## config.mk

```make
export PLATFORM = sky130hd
export DESIGN_NAME = ddr_iod_rd_eye_trainer
export DESIGN_NICKNAME = d
export VERILOG_FILES = /design/src/rtl/ddr_iod_rd_eye_trainer.sv
export SDC_FILE = /design/constraint.sdc
export NUM_CORES = 1
export LEC_CHECK = 0
export CORE_MARGIN = 5
export CORE_UTILIZATION = 28
export CTS_CLUSTER_DIAMETER = 150
export DETAILED_ROUTE_END_ITERATION = 10
export PLACE_DENSITY = 0.44
export SETUP_SLACK_MARGIN = 0.1
export SYNTH_ARGS = -nofsm -noshare
export SYNTH_HDL_FRONTEND = slang
export SYNTH_SLANG_ARGS = --single-unit
```

## constraint.sdc

```tcl
create_clock -name FAB_CLK -period 3.54 [get_ports FAB_CLK]
set_input_delay 0.708 -clock FAB_CLK [delete_from_list [all_inputs] [get_ports FAB_CLK]]
set_output_delay 0.708 -clock FAB_CLK [all_outputs]
set_load 0.03 [all_outputs]
```

## src/rtl/ddr_iod_rd_eye_trainer.sv

```systemverilog
// Read-gate eye trainer for one DDR4 DQ bit IOD: sweeps the receive delay line, finds the first passing window, centres on it.
// Optional build macro DDR_RD_TRAIN_MIN_WIDTH_EN rejects windows narrower than MIN_WIDTH taps.
module ddr_iod_rd_eye_trainer #(
  parameter int TAP_MAX    = 127,
  parameter int SETTLE_CYC = 8,
  parameter int SAMPLE_CYC = 16,
  parameter int MIN_WIDTH  = 4
) (
  input  logic       FAB_CLK,
  input  logic       ARST_N,
  input  logic       TRAIN_START,
  output logic       TRAIN_BUSY,
  output logic       TRAIN_DONE,
  output logic       TRAIN_ERR,
  output logic [7:0] TAP_CENTER,
  output logic       DELAY_LINE_LOAD,
  output logic       DELAY_LINE_MOVE,
  output logic       DELAY_LINE_DIRECTION,
  input  logic       DELAY_LINE_OUT_OF_RANGE,
  output logic       EYE_MONITOR_CLEAR_FLAGS,
  input  logic       EYE_MONITOR_EARLY,
  input  logic       EYE_MONITOR_LATE
);

  localparam logic [3:0] S_IDLE    = 4'd0;
  localparam logic [3:0] S_LOAD    = 4'd1;
  localparam logic [3:0] S_CLEAR   = 4'd2;
  localparam logic [3:0] S_SETTLE  = 4'd3;
  localparam logic [3:0] S_SAMPLE  = 4'd4;
  localparam logic [3:0] S_EVAL    = 4'd5;
  localparam logic [3:0] S_STEP    = 4'd6;
  localparam logic [3:0] S_CENTER  = 4'd7;
  localparam logic [3:0] S_CLOAD   = 4'd8;
  localparam logic [3:0] S_CSETTLE = 4'd9;
  localparam logic [3:0] S_CMOVE   = 4'd10;
  localparam logic [3:0] S_CGAP    = 4'd11;

  localparam logic [15:0] SETTLE_LAST = 16'(SETTLE_CYC - 1);
  localparam logic [15:0] SAMPLE_LAST = 16'(SAMPLE_CYC - 1);
  localparam logic [7:0]  TAP_LAST    = 8'(TAP_MAX);

  // Without the width check every found window (width >= 1) is accepted.
`ifdef DDR_RD_TRAIN_MIN_WIDTH_EN
  localparam int MIN_REQ = MIN_WIDTH;
`else
  localparam int MIN_REQ = (MIN_WIDTH > 0) ? 1 : 1;
`endif

  logic [3:0]  state;
  logic [15:0] cnt;
  logic [7:0]  tap;
  logic [7:0]  first;
  logic [7:0]  last;
  logic [7:0]  mv_left;
  logic        found;
  logic        bad;
  logic        done_q;
  logic        err_q;
  logic [7:0]  center_q;
  logic [8:0]  sum;
  logic [8:0]  width;
  logic        win_short;

  assign sum       = {1'b0, first} + {1'b0, last};
  assign width     = {1'b0, last} - {1'b0, first} + 9'd1;
  assign win_short = (width < 9'(MIN_REQ));

  assign TRAIN_BUSY              = (state != S_IDLE);
  assign TRAIN_DONE              = done_q;
  assign TRAIN_ERR               = err_q;
  assign TAP_CENTER              = center_q;
  assign DELAY_LINE_LOAD         = (state == S_LOAD) || (state == S_CLOAD);
  assign DELAY_LINE_MOVE         = (state == S_STEP) || (state == S_CMOVE);
  assign DELAY_LINE_DIRECTION    = 1'b1;
  assign EYE_MONITOR_CLEAR_FLAGS = (state == S_CLEAR);

  // Completion goes straight back to IDLE with the result flag held, so BUSY falls as DONE/ERR rise.
  always_ff @(posedge FAB_CLK or negedge ARST_N) begin
    if (!ARST_N) begin
      state    <= S_IDLE;
      cnt      <= '0;
      tap      <= '0;
      first    <= '0;
      last     <= '0;
      mv_left  <= '0;
      found    <= 1'b0;
      bad      <= 1'b0;
      done_q   <= 1'b0;
      err_q    <= 1'b0;
      center_q <= '0;
    end else begin
      case (state)
        S_IDLE: begin
          if (TRAIN_START) begin
            done_q   <= 1'b0;
            err_q    <= 1'b0;
            tap      <= '0;
            found    <= 1'b0;
            center_q <= '0;
            state    <= S_LOAD;
          end
        end
        S_LOAD: state <= S_CLEAR;
        S_CLEAR: begin
          cnt   <= '0;
          bad   <= 1'b0;
          state <= S_SETTLE;
        end
        S_SETTLE: begin
          if (DELAY_LINE_OUT_OF_RANGE) begin
            err_q <= 1'b1;
            state <= S_IDLE;
          end else if (cnt == SETTLE_LAST) begin
            cnt   <= '0;
            state <= S_SAMPLE;
          end else begin
            cnt <= cnt + 16'd1;
          end
        end
        S_SAMPLE: begin
          if (DELAY_LINE_OUT_OF_RANGE) begin
            err_q <= 1'b1;
            state <= S_IDLE;
          end else begin
            bad <= bad | EYE_MONITOR_EARLY | EYE_MONITOR_LATE;
            if (cnt == SAMPLE_LAST) state <= S_EVAL;
            else cnt <= cnt + 16'd1;
          end
        end
        S_EVAL: begin
          if (!bad) begin
            if (!found) begin
              first <= tap;
              found <= 1'b1;
            end
            last  <= tap;
            state <= (tap == TAP_LAST) ? S_CENTER : S_STEP;
          end else if (found) begin
            state <= S_CENTER;
          end else if (tap == TAP_LAST) begin
            err_q <= 1'b1;
            state <= S_IDLE;
          end else begin
            state <= S_STEP;
          end
        end
        S_STEP: begin
          tap   <= tap + 8'd1;
          state <= S_CLEAR;
        end
        S_CENTER: begin
          if (win_short) begin
            err_q <= 1'b1;
            state <= S_IDLE;
          end else begin
            center_q <= sum[8:1];
            state    <= S_CLOAD;
          end
        end
        S_CLOAD: begin
          cnt   <= '0;
          state <= S_CSETTLE;
        end
        S_CSETTLE: begin
          if (DELAY_LINE_OUT_OF_RANGE) begin
            err_q <= 1'b1;
            state <= S_IDLE;
          end else if (cnt == SETTLE_LAST) begin
            if (center_q == 8'd0) begin
              done_q <= 1'b1;
              state  <= S_IDLE;
            end else begin
              mv_left <= center_q;
              state   <= S_CMOVE;
            end
          end else begin
            cnt <= cnt + 16'd1;
          end
        end
        S_CMOVE: begin
          if (DELAY_LINE_OUT_OF_RANGE) begin
            err_q <= 1'b1;
            state <= S_IDLE;
          end else begin
            mv_left <= mv_left - 8'd1;
            state   <= S_CGAP;
          end
        end
        S_CGAP: begin
          if (DELAY_LINE_OUT_OF_RANGE) begin
            err_q <= 1'b1;
            state <= S_IDLE;
          end else if (mv_left == 8'd0) begin
            done_q <= 1'b1;
            state  <= S_IDLE;
          end else begin
            state <= S_CMOVE;
          end
        end
        default: state <= S_IDLE;
      endcase
    end
  end

endmodule

```

==> results <==
- The run finished with clean final reports.
- The analysis attributes to cell leakage a power of 2.11 nW.
- The initial utilization of the core area, before any placement, comes to 0.286.
- After synthesis, the share of flip-flops with an asynchronous set or reset is 1.00.
- Summing over every cut layer, the via total after detailed routing is 3400.
- The worst clock skew on the final layout is 11.6 ps.
- The synthesized netlist occupies a cell area of 4170 um2.
- The pin slew with the least headroom to its limit is 1040 ps.
- Counting the fill cells in the layout gives 1503.
- The via count of the first global-routing pass is 3412.
- The cell area after placement is 4540 um2.
- In this run the core area contains 44 standard-cell rows.
- The post-route non-filler standard cell count is 675.
- The worst setup path is of the reg2out kind.
- For this run, the slowest stage of the critical path takes 740 ps.
- The minimum clock period is 3110 ps.
- In this run the tool buffered the top-level ports with 19 buffer cells.
- The highest clock frequency the design can meet is 322 MHz.
- The count of endpoints failing hold in the final timing report is 0.
- The number of iterations in the first detailed-routing pass is 4.
- The final-report setup violation count is 0.
- The clock network latency to the later pin of the worst-skew pair is 340 ps.
- In the synthesized netlist, the number of instances is 468.
- The buffer count from post-CTS setup fixing is 0.
- The top cell types in the final layout, fill and taps aside, are 64 x dfrtp_1, 45 x nand2_1, 36 x o21ai_0, 36 x nor2_1, 30 x a21oi_1.
- The average footprint of a synthesized cell is 8.90 um2.
- The number of enable-type register cells in the synthesized netlist is 0.
- The synthesized netlist contains 62 unique library cells.
- For this run, the total global-route usage over all layers was measured as 0.126.
- For this design the ratio of total power to cell area is 766 nW/um2.
- The most instantiated flip-flop cell in the synthesis netlist is dfrtp_1.
- Measured against its own limit, the worst slew margin works out to 0.307.
- The dominant combinational cell family by area after synthesis is simple AND/OR/NAND/NOR gates.
- The top fanout value on the critical path is 19.
- In this run the count of I/O pins placed on the die edge is 21.
- The commonest non-fill, non-tap cell in the layout is dfrtp_1.
- The horizontal die dimension is 132 um.
- The mux contribution to synthesized area is 0.0517.
- The wire length of the first global-routing pass is 17900 um.
- For this run, design rule violations remaining after detail routing come to 0.
- Dividing the final minimum period by the clock period gives 0.878.
- The die covers 17400 um2.
- The critical path required time is 2830 ps.
- The number of gates resized after cts is 0.
- For this run, global-route usage on met2 was measured as 0.193.
- Compared with the post-synthesis result, the final layout area differs by 15.8%.
- The critical path goes through nor2b_1 -> nand2_1 -> nand2_1 -> clkdlybuf4s50_1.
- Of the total synthesized cell area, the portion taken by XOR and XNOR cells is 0.0252.
- For the final routed database, the setup TNS stands at 0 ps.
- The slowest stage of the critical path is the dfrtp_1 cell.
- The element type at the critical path end is an output port.
- The instance count after placement with tap cells included is 660.
- Summed over all layers, the routed wires come to 10700 um.
- The buffer levels on the longest clock path is 2.
- The overflow left after global routing is 0.
- The fraction of layout cells with a size suffix above 1 is 0.0774.
- At the end of the flow the core is filled with cells to 0.331.
- The number of sinks handled by clock tree synthesis is 64.
- The half-perimeter wire length after placement is 7900 um.
- The number of buffers created by CTS is 9.
- The clock root buffer is clkbuf_16.
- The congestion estimate from routability-driven global placement came to 0.828.
- The total number of H-tree levels is 3.
- Of the total synthesized cell area, the portion taken by AND, OR, NAND and NOR gates is 0.211.
- Of the synthesized area, sequential elements account for 0.384.
- The maximum number of pins on one net before global-route repair is 42.
- The number of nets handed over by synthesis was 503.
- In this run the vertical extent of the chip is 132 um.
- The post-detailed-route via-to-cell ratio is 5.04.
- The compound-cell area share of the yosys netlist is 0.186.
- Setup repair after global routing left no endpoint under its margin.
- The initial antenna violation count came to 0.
- In this run, post-CTS hold repair placed 0 buffers.
- The Yosys step of the flow raised 0 warnings.
- Among the stages of the critical path, the cell type that occurs most often is nand2_1.
- The number of design-rule violations left by the first detailed-router iteration is 268.
- The number of antenna diodes is 0.
- Of the total synthesized cell area, the portion taken by full adders, half adders and majority gates is 0.0907.
- The mean routed wirelength per cell is 15.8 um.
- The count of pins over their slew limit is 0.
- For met3 alone, demand over resource in global routing was 0.0385.
- The worst setup path is launched from a flop.
- The synthesized flop and latch total is 64.
- The min-delay analysis places its worst path in the category reg2reg.
- The count of nets left with antenna violations once routing finished came out at 0.
- The layer flagged by global routing as most heavily used is met2.
- TritonCTS built the clock tree.
- The met1 capacity usage during global routing is 0.171.
- The total area inside the core boundary comes to 14600 um2.
- Clock-pin slew was measured on the worst setup and hold paths at 60 ps.
- The net count reported at finish is 522.
- The data arrival time of the critical path is 2400 ps.
- Max-cap violations in this run came to 0.
- Summing all non-filler instances in the final layout gives an area of 4830 um2.
- The worst-case IR drop observed on VDD is 252 uV.
[path summary, 6_finish.rpt]
| path | startpoint | slack [ps] | depth (start not counted) | to |
|---|---|---|---|---|
| setup reg to reg | first[5] | 520 | 9 | TRAIN_ERR |
| hold / removal | mv_left[1] | 500 | 2 | mv_left[1] |
| max in group asynchronous | ARST_N | 2110 | 2 | last[2] |
| setup / recovery | state[3] | 430 | 4 | DELAY_LINE_MOVE |
| hold reg to reg | mv_left[1] | 500 | 2 | mv_left[1] |
| min in group asynchronous | ARST_N | 550 | 1 | cnt[0] |
[layout make-up]
type                       count  area, um2  share of cell area
multi-input combinational    359       2360               0.489
sequential                    64       1600               0.332
timing repair buffer          28        253              0.0524
clock buffer                  11        243              0.0503
tap                          184        230              0.0477
inverter                      25       93.8              0.0194
clock inverter                 4       45.0             0.00933
[cells by family after synthesis]
group                      Yosys count
adders and majority gates           29
buffers and inverters               45
xor gates and xnor gates            12
DFF                                 64
muxes                               20
and+or+nand+nor                    174
AOI/OAI and AO/OA                  123
other                                1
[worst max-delay path: cells and delay by family (launching register included)]
kind / cells / cell delay, ps
flops: 1 / 740
buf+inv: 1 / 680
simple gates: 3 / 660
[per-stage QoR]
step / setup WS (ps) / hold slack (ps) / power, mW
2_1_floorplan: 792 / 412 / 2.37
3_3_place_gp: 562 / 492 / 2.82
3_5_place_dp: 511 / 497 / 2.84
4_1_cts: 416 / 511 / 3.74
5_1_grt: 215 / 545 / 3.99
6_report: 430 / 504 / 3.70
[sequential cells by signal, indices dropped and copies added (netlist names)]
| register | count |
|---|---|
| last | 8 |
| found | 1 |
| cnt | 16 |
| bad | 1 |
| TRAIN_ERR | 1 |
| state | 4 |
| tap | 8 |
| TAP_CENTER | 8 |
| mv_left | 8 |
| TRAIN_DONE | 1 |
| first | 8 |
[routing by layer]
layer	part of all wire	up-vias
met3	0.032	13
met2	0.45	33
met1	0.51	1632
met4	0.015	0
met5	0	-
li1	-	1722
[power by group]
part	switching (mW)	total [mW]	internal, mW
sequential	0.208	1.10	0.896
combinational	0.985	1.72	0.731
clock	0.319	0.875	0.556
[cell usage after synthesis, drive strengths merged (2+ instances only)]
library cell  number  share of area
a22o               8          0.017
nor2              37          0.034
and4               3         0.0063
nand4              8          0.012
a21oi             30          0.036
nor3              11          0.013
o22a               2         0.0042
clkbuf             9         0.0084
inv               25          0.023
nand2             45          0.041
and2               3         0.0045
a221oi             2         0.0042
nor4               9          0.014
dfrtp             64           0.38
o21a               4         0.0072
a21boi             4         0.0072
mux2               9          0.025
or4                3         0.0054
xor2               3         0.0063
a21o               7          0.013
buf               11          0.018
mux2i             11          0.026
nand3             22          0.026
xnor2              9          0.019
fa                 2         0.0096
ha                27          0.081
nor3b              3         0.0054
o21ai             43          0.052
a31oi              3         0.0045
and3               7          0.011
nand2b             8          0.012
nor2b              8          0.012
o31ai              3         0.0066
o22ai              5         0.0075
(Power assumes the default switching activity.)
